==> src/rtl/router_pkg.sv <==
// Shared constants and helpers for the 1x3 router datapath.
// Combinational only; no state.
// No flow control; consumed by the router blocks.
package router_pkg;

   localparam int FIFO_DEPTH = 16;
   localparam int BYTE_WIDTH = 8;
   localparam int HDR_BIT    = 8;

   // Header byte layout: payload length lives in bits [7:2]
   localparam int LEN_MSB    = 7;
   localparam int LEN_LSB    = 2;
   localparam int LEN_W      = LEN_MSB - LEN_LSB + 1;

   localparam int PKT_CNT_W  = 7;

   // Bytes still to come after a header: payload length plus the parity byte
   function automatic logic [PKT_CNT_W-1:0] hdr_pkt_count(input logic [LEN_W-1:0] len);
      return {1'b0, len} + PKT_CNT_W'(1);
   endfunction

endpackage

==> src/rtl/router_fifo_ram.sv <==
// Storage array for one router output FIFO: sync write, async read.
// Write lands on the rising edge; read data follows rd_addr combinationally.
// No flow control; the parent decides when a write is legal.
module router_fifo_ram #(
   parameter int DEPTH = 16,
   parameter int DW    = 9,
   parameter int AW    = $clog2(DEPTH)
) (
   input  logic          clock,
   input  logic          wr_en,
   input  logic [AW-1:0] wr_addr,
   input  logic [DW-1:0] wr_dat,
   input  logic [AW-1:0] rd_addr,
   output logic [DW-1:0] rd_dat
);

   logic [DW-1:0] mem [DEPTH];

   // Write port; contents are never reset, pointers define what is valid
   always_ff @(posedge clock) begin
      if (wr_en) begin
         mem[wr_addr] <= wr_dat;
      end
   end

   assign rd_dat = mem[rd_addr];

endmodule

==> src/rtl/router_fifo.sv <==
// Per-destination output FIFO of the 1x3 router with header-length tracking.
// Read data registered: 1-cycle latency from an accepted read_enb.
// Writes while full are dropped; reads while empty are ignored.
module router_fifo
   import router_pkg::*;
#(
   parameter int DEPTH = FIFO_DEPTH,
   parameter int WIDTH = BYTE_WIDTH
) (
   input  logic             clock,
   input  logic             reset,
   input  logic             soft_reset,
   input  logic             write_enb,
   input  logic             read_enb,
   input  logic             lfd_state,
   input  logic [WIDTH-1:0] data_in,
   output logic [WIDTH-1:0] data_out,
   output logic             full,
   output logic             empty
);

   localparam int AW = $clog2(DEPTH);
   localparam int PW = AW + 1;
   localparam logic [PW-1:0] PTR_ONE = PW'(1);

   logic [PW-1:0]        wr_ptr_q, wr_ptr_d;
   logic [PW-1:0]        rd_ptr_q, rd_ptr_d;
   logic [PKT_CNT_W-1:0] pkt_count_q, pkt_count_d;
   logic [WIDTH-1:0]     data_out_q, data_out_d;

   logic                 wr_acc;
   logic                 rd_acc;
   logic                 flush;
   logic [WIDTH:0]       rd_entry;

   // Flags come only from registered pointers; the wrap bit separates full from empty
   assign empty  = (wr_ptr_q == rd_ptr_q);
   assign full   = (wr_ptr_q[AW-1:0] == rd_ptr_q[AW-1:0]) && (wr_ptr_q[AW] != rd_ptr_q[AW]);

   assign flush  = reset || soft_reset;
   assign wr_acc = write_enb && !full;
   assign rd_acc = read_enb && !empty;

   router_fifo_ram #(
      .DEPTH (DEPTH),
      .DW    (WIDTH + 1),
      .AW    (AW)
   ) u_ram (
      .clock   (clock),
      .wr_en   (wr_acc && !flush),
      .wr_addr (wr_ptr_q[AW-1:0]),
      .wr_dat  ({lfd_state, data_in}),
      .rd_addr (rd_ptr_q[AW-1:0]),
      .rd_dat  (rd_entry)
   );

   // Next-state for pointers, packet counter and output byte
   always_comb begin
      wr_ptr_d    = wr_ptr_q;
      rd_ptr_d    = rd_ptr_q;
      pkt_count_d = pkt_count_q;
      data_out_d  = data_out_q;

      if (wr_acc) begin
         wr_ptr_d = wr_ptr_q + PTR_ONE;
      end

      if (rd_acc) begin
         rd_ptr_d   = rd_ptr_q + PTR_ONE;
         data_out_d = rd_entry[WIDTH-1:0];
         if (rd_entry[WIDTH]) begin
            pkt_count_d = hdr_pkt_count(rd_entry[LEN_MSB:LEN_LSB]);
         end else if (pkt_count_q != '0) begin
            pkt_count_d = pkt_count_q - PKT_CNT_W'(1);
         end
      end else if (pkt_count_q == '0) begin
         // Between packets the output bus idles at zero
         data_out_d = '0;
      end
   end

   // State update; hard and soft reset clear the same set of registers
   always_ff @(posedge clock) begin
      if (flush) begin
         wr_ptr_q    <= '0;
         rd_ptr_q    <= '0;
         pkt_count_q <= '0;
         data_out_q  <= '0;
      end else begin
         wr_ptr_q    <= wr_ptr_d;
         rd_ptr_q    <= rd_ptr_d;
         pkt_count_q <= pkt_count_d;
         data_out_q  <= data_out_d;
      end
   end

   assign data_out = data_out_q;

endmodule

==> config.mk <==
export PLATFORM = sky130hd
export DESIGN_NAME = router_fifo
export DESIGN_NICKNAME = d
export VERILOG_FILES = /design/src/rtl/router_pkg.sv /design/src/rtl/router_fifo_ram.sv /design/src/rtl/router_fifo.sv
export SDC_FILE = /design/constraint.sdc
export NUM_CORES = 1
export LEC_CHECK = 0
export CAP_MARGIN = 20
export CORE_ASPECT_RATIO = 1.25
export CORE_MARGIN = 3
export CORE_UTILIZATION = 50
export DETAILED_ROUTE_END_ITERATION = 12
export HOLD_SLACK_MARGIN = 0.12
export PLACE_DENSITY_LB_ADDON = 0.05
export SLEW_MARGIN = 20
export SYNTH_ARGS = -nofsm -noshare
export SYNTH_HDL_FRONTEND = slang
export SYNTH_SLANG_ARGS = --single-unit
export TNS_END_PERCENT = 5
==> constraint.sdc <==
create_clock -name clock -period 2.8 [get_ports clock]
set_input_delay 0.56 -clock clock [delete_from_list [all_inputs] [get_ports clock]]
set_output_delay 0.56 -clock clock [all_outputs]
set_load 0.03 [all_outputs]
==> qor.json <==
{
  "startpoint_type": "flip-flop",
  "yosysTopAreaCellShare": 0.6167,
  "yosys_warnings": 0,
  "htreeDepth": 4,
  "synth_enable_flop_cells": 144,
  "finalWeightedCongestion": 0.7926,
  "grt.overflow.total": 0,
  "floorplan.die_area_um2": 15490,
  "timing.max_cap.violations": 0,
  "synthMostInstantiatedCell": "edfxtp_1",
  "final_cell_count_no_fill": 638,
  "portBuffers": 23,
  "wire_length_of_the_first_global_routing_pass_um": 22800,
  "rows": 47,
  "drt_iter0_markers": 261,
  "clk_pin_slew_worst_paths_ns": 0.06,
  "number_of_sinks_driven_by_the_clock_tree": 173,
  "core_area_um2": 13470,
  "cellLeakagePower_uw": 0.002560,
  "grt_setup_unrepaired": "no",
  "post_synth_inst_count": 409,
  "die-height_um": 138.4,
  "antenna_nets_post_route": 0,
  "die_w_um": 111.9,
  "grt_max_degree": 27,
  "worst_hold_path_type": "reg -> reg",
  "slew_headroom": 0.4651,
  "layout_worst_path_cycle_share": 0.9419,
  "synth.largest_area_cell": "edfxtp_1",
  "powerDensity_nw_per_um2": 633.3,
  "netlist_cell_types": 44,
  "number_of_nets_in_the_layout": 475,
  "grt.total_usage": 0.1992,
  "post-cts-setup-buffer-count": 0,
  "cts_tree": "built",
  "worst_pin_slew_ns": 0.7951,
  "skew_ns": 0.01434,
  "multi_input_area_um2": 1967,
  "asyncSetResetFlopFracSynth": 0,
  "via_per_inst": 5.870,
  "final_wirelength_um": 14450,
  "cts_buffers": 17,
  "ant_cells": 0,
  "numPlacedInstances": 606,
  "synth_sequential_area_ratio": 0.6995,
  "fin_crit_ns": 2.637,
  "postSynth.topFlopCell": "edfxtp_1",
  "crit_path_top_delay_cell": "clkdlybuf4s50_1",
  "mappedNetlistArea_um2": 7012,
  "post-dp-hpwl_um": 9484,
  "avgSynthCellArea_um2": 17.14,
  "fillerInstances": 1021,
  "status": "finished clean",
  "drt_drc_violations_left": 0,
  "critical_path_class": "reg -> out",
  "slew_viol_final": 0,
  "cts.root.buffer_cell": "clkbuf_16",
  "worst_setup_path_end_kind": "primary output",
  "worst_path_required_time_ns": 2.24,
  "synthTopCellsByArea": "edfxtp_1 62%, mux4_2 11%, dfxtp_1 8.3%",
  "max-clock-path-buffers": 2,
  "setup_viol_count_final": 0,
  "postSynthNetCount": 430,
  "dr_total_vias": 3745,
  "synthToLayoutAreaGrowth_pct": 14.97,
  "grt_pass1_vias": 3882,
  "synth_top_cells_by_count": "144 x edfxtp_1, 35 x mux4_2, 32 x nor2_1",
  "critPathMaxFanout": 6,
  "post_drt_wl_per_cell_um": 22.66,
  "grt_antenna_before_repair": 0,
  "ir_worst_vdd_mv": 0.4078,
  "insertion_delay_ns": 0.42,
  "drt_first_pass_iters": 4,
  "final-hold-violation-count": 0,
  "fmaxAchievable_mhz": 379.2,
  "starting_density_of_the_core": 0.5207,
  "crit_chain": "xnor2_1 -> nand4_1 -> nor2_1 -> clkdlybuf4s50_1",
  "fin_tns_setup_ns": 0,
  "synth_seq_cells": 173,
  "register_area_um2": 4908,
  "worst_ep_arrival_time_ns": 2.08,
  "layout-drive-gt1-share": 0.2120,
  "io-pin-count": 24,
  "timing.critical_path.slowest_cell_delay_ns": 0.68
}
-- worst paths after layout --
check	from	end	slack, ns	cells after the start
setup / recovery	wr_ptr_q[0]$_SDFFE_PP0P_	full	0.16	4
hold / removal	data_out[0]$_SDFFE_PP0P_	data_out[0]$_SDFFE_PP0P_	0.47	2
setup reg to reg	flip-flop	pkt_count_q[2]$_SDFFE_PP0P_	0.40	8
hold reg to reg	data_out[0]$_SDFFE_PP0P_	data_out[0]$_SDFFE_PP0P_	0.47	2
-- state kept, by name, indices dropped and copies added (netlist names), named ones only --
signal       count
data_out         8
pkt_count_q      7
rd_ptr_q         5
u_ram.mem      144
wr_ptr_q         5
-- worst max-delay path, delay by kind of cell (launching register included) --
| kind | cells | cell delay (ns) |
|---|---|---|
| buffers and inverters | 1 | 0.68 |
| and+or+nand+nor | 2 | 0.36 |
| xor gates and xnor gates | 1 | 0.15 |
| DFF | 1 | 0.48 |
-- per-layer routing --
| layer | wire [µm] | global-route usage |
|---|---|---|
| met5 | 0 | 0 |
| met4 | 206 | 0.07751 |
| met3 | 640 | 0.04502 |
| met2 | 7358 | 0.3190 |
| met1 | 6248 | 0.2678 |
-- final cells by class --
| type | instances | area share |
|---|---|---|
| clock buffers | 20 | 0.05417 |
| clock inverters | 12 | 0.01211 |
| inverters | 4 | 0.001862 |
| multi-input cells | 211 | 0.2440 |
| flip-flops and latches | 173 | 0.6089 |
| well taps | 171 | 0.02654 |
| repair buffers | 47 | 0.05246 |
-- where the power goes --
group	switching (µW)	internal, µW
Clock	920	1210
Combinational	106	66.6
Sequential	5.55	2790
Total	1030	4070
-- stage by stage --
step | setup slack (ns) | util | total power [µW] | area, µm² | hold slack (ns)
2_1_floorplan | 0.5150 | - | 2951 | 7012 | 0.4573
3_3_place_gp | 0.3945 | 0.5588 | 3027 | 7525 | 0.4574
5_1_grt | 0.003499 | 0.5986 | 5265 | 8061 | 0.4948
4_1_cts | 0.02102 | 0.5984 | 5155 | 8059 | 0.4697
3_5_place_dp | 0.3818 | 0.5588 | 3030 | 7525 | 0.4612
6_report | 0.1626 | 0.5986 | 5105 | 8061 | 0.4701
-- cell usage in the layout (no fill, tap or decap), types with 5 or more instances in the layout --
master             n
nand4_1            6
mux4_2            35
a22oi_1            8
clkbuf_16         17
xor2_1             7
o21ai_0            6
edfxtp_1         144
xnor2_1            8
ha_1               7
nand3_1            8
a21oi_1           15
nor2_1            32
nor3_1             7
o21ai_1            5
buf_4             23
clkdlybuf4s50_1   23
nand2_1           21
dfxtp_1           26
-- kinds of logic (layout without fill, tap and decap cells) --
kind of cell | Yosys count | after routing | synth area share
flip-flops | 173 | 173 | 0.6995
AND/OR/NAND/NOR | 94 | 94 | 0.06549
AO/OA/AOI/OAI | 55 | 55 | 0.05728
multiplexers | 40 | 40 | 0.1265
buffers and inverters | 25 | 83 | 0.01999
XOR/XNOR | 15 | 15 | 0.01874
adder cells (fa/ha/maj) | 7 | 7 | 0.01249
-- timing repair --
action	CTS	global route
setup endpoints to repair	0	2
gates resized for setup	0	2
hold buffers	0	0
Note: power is estimated with default switching activity, not from simulation.
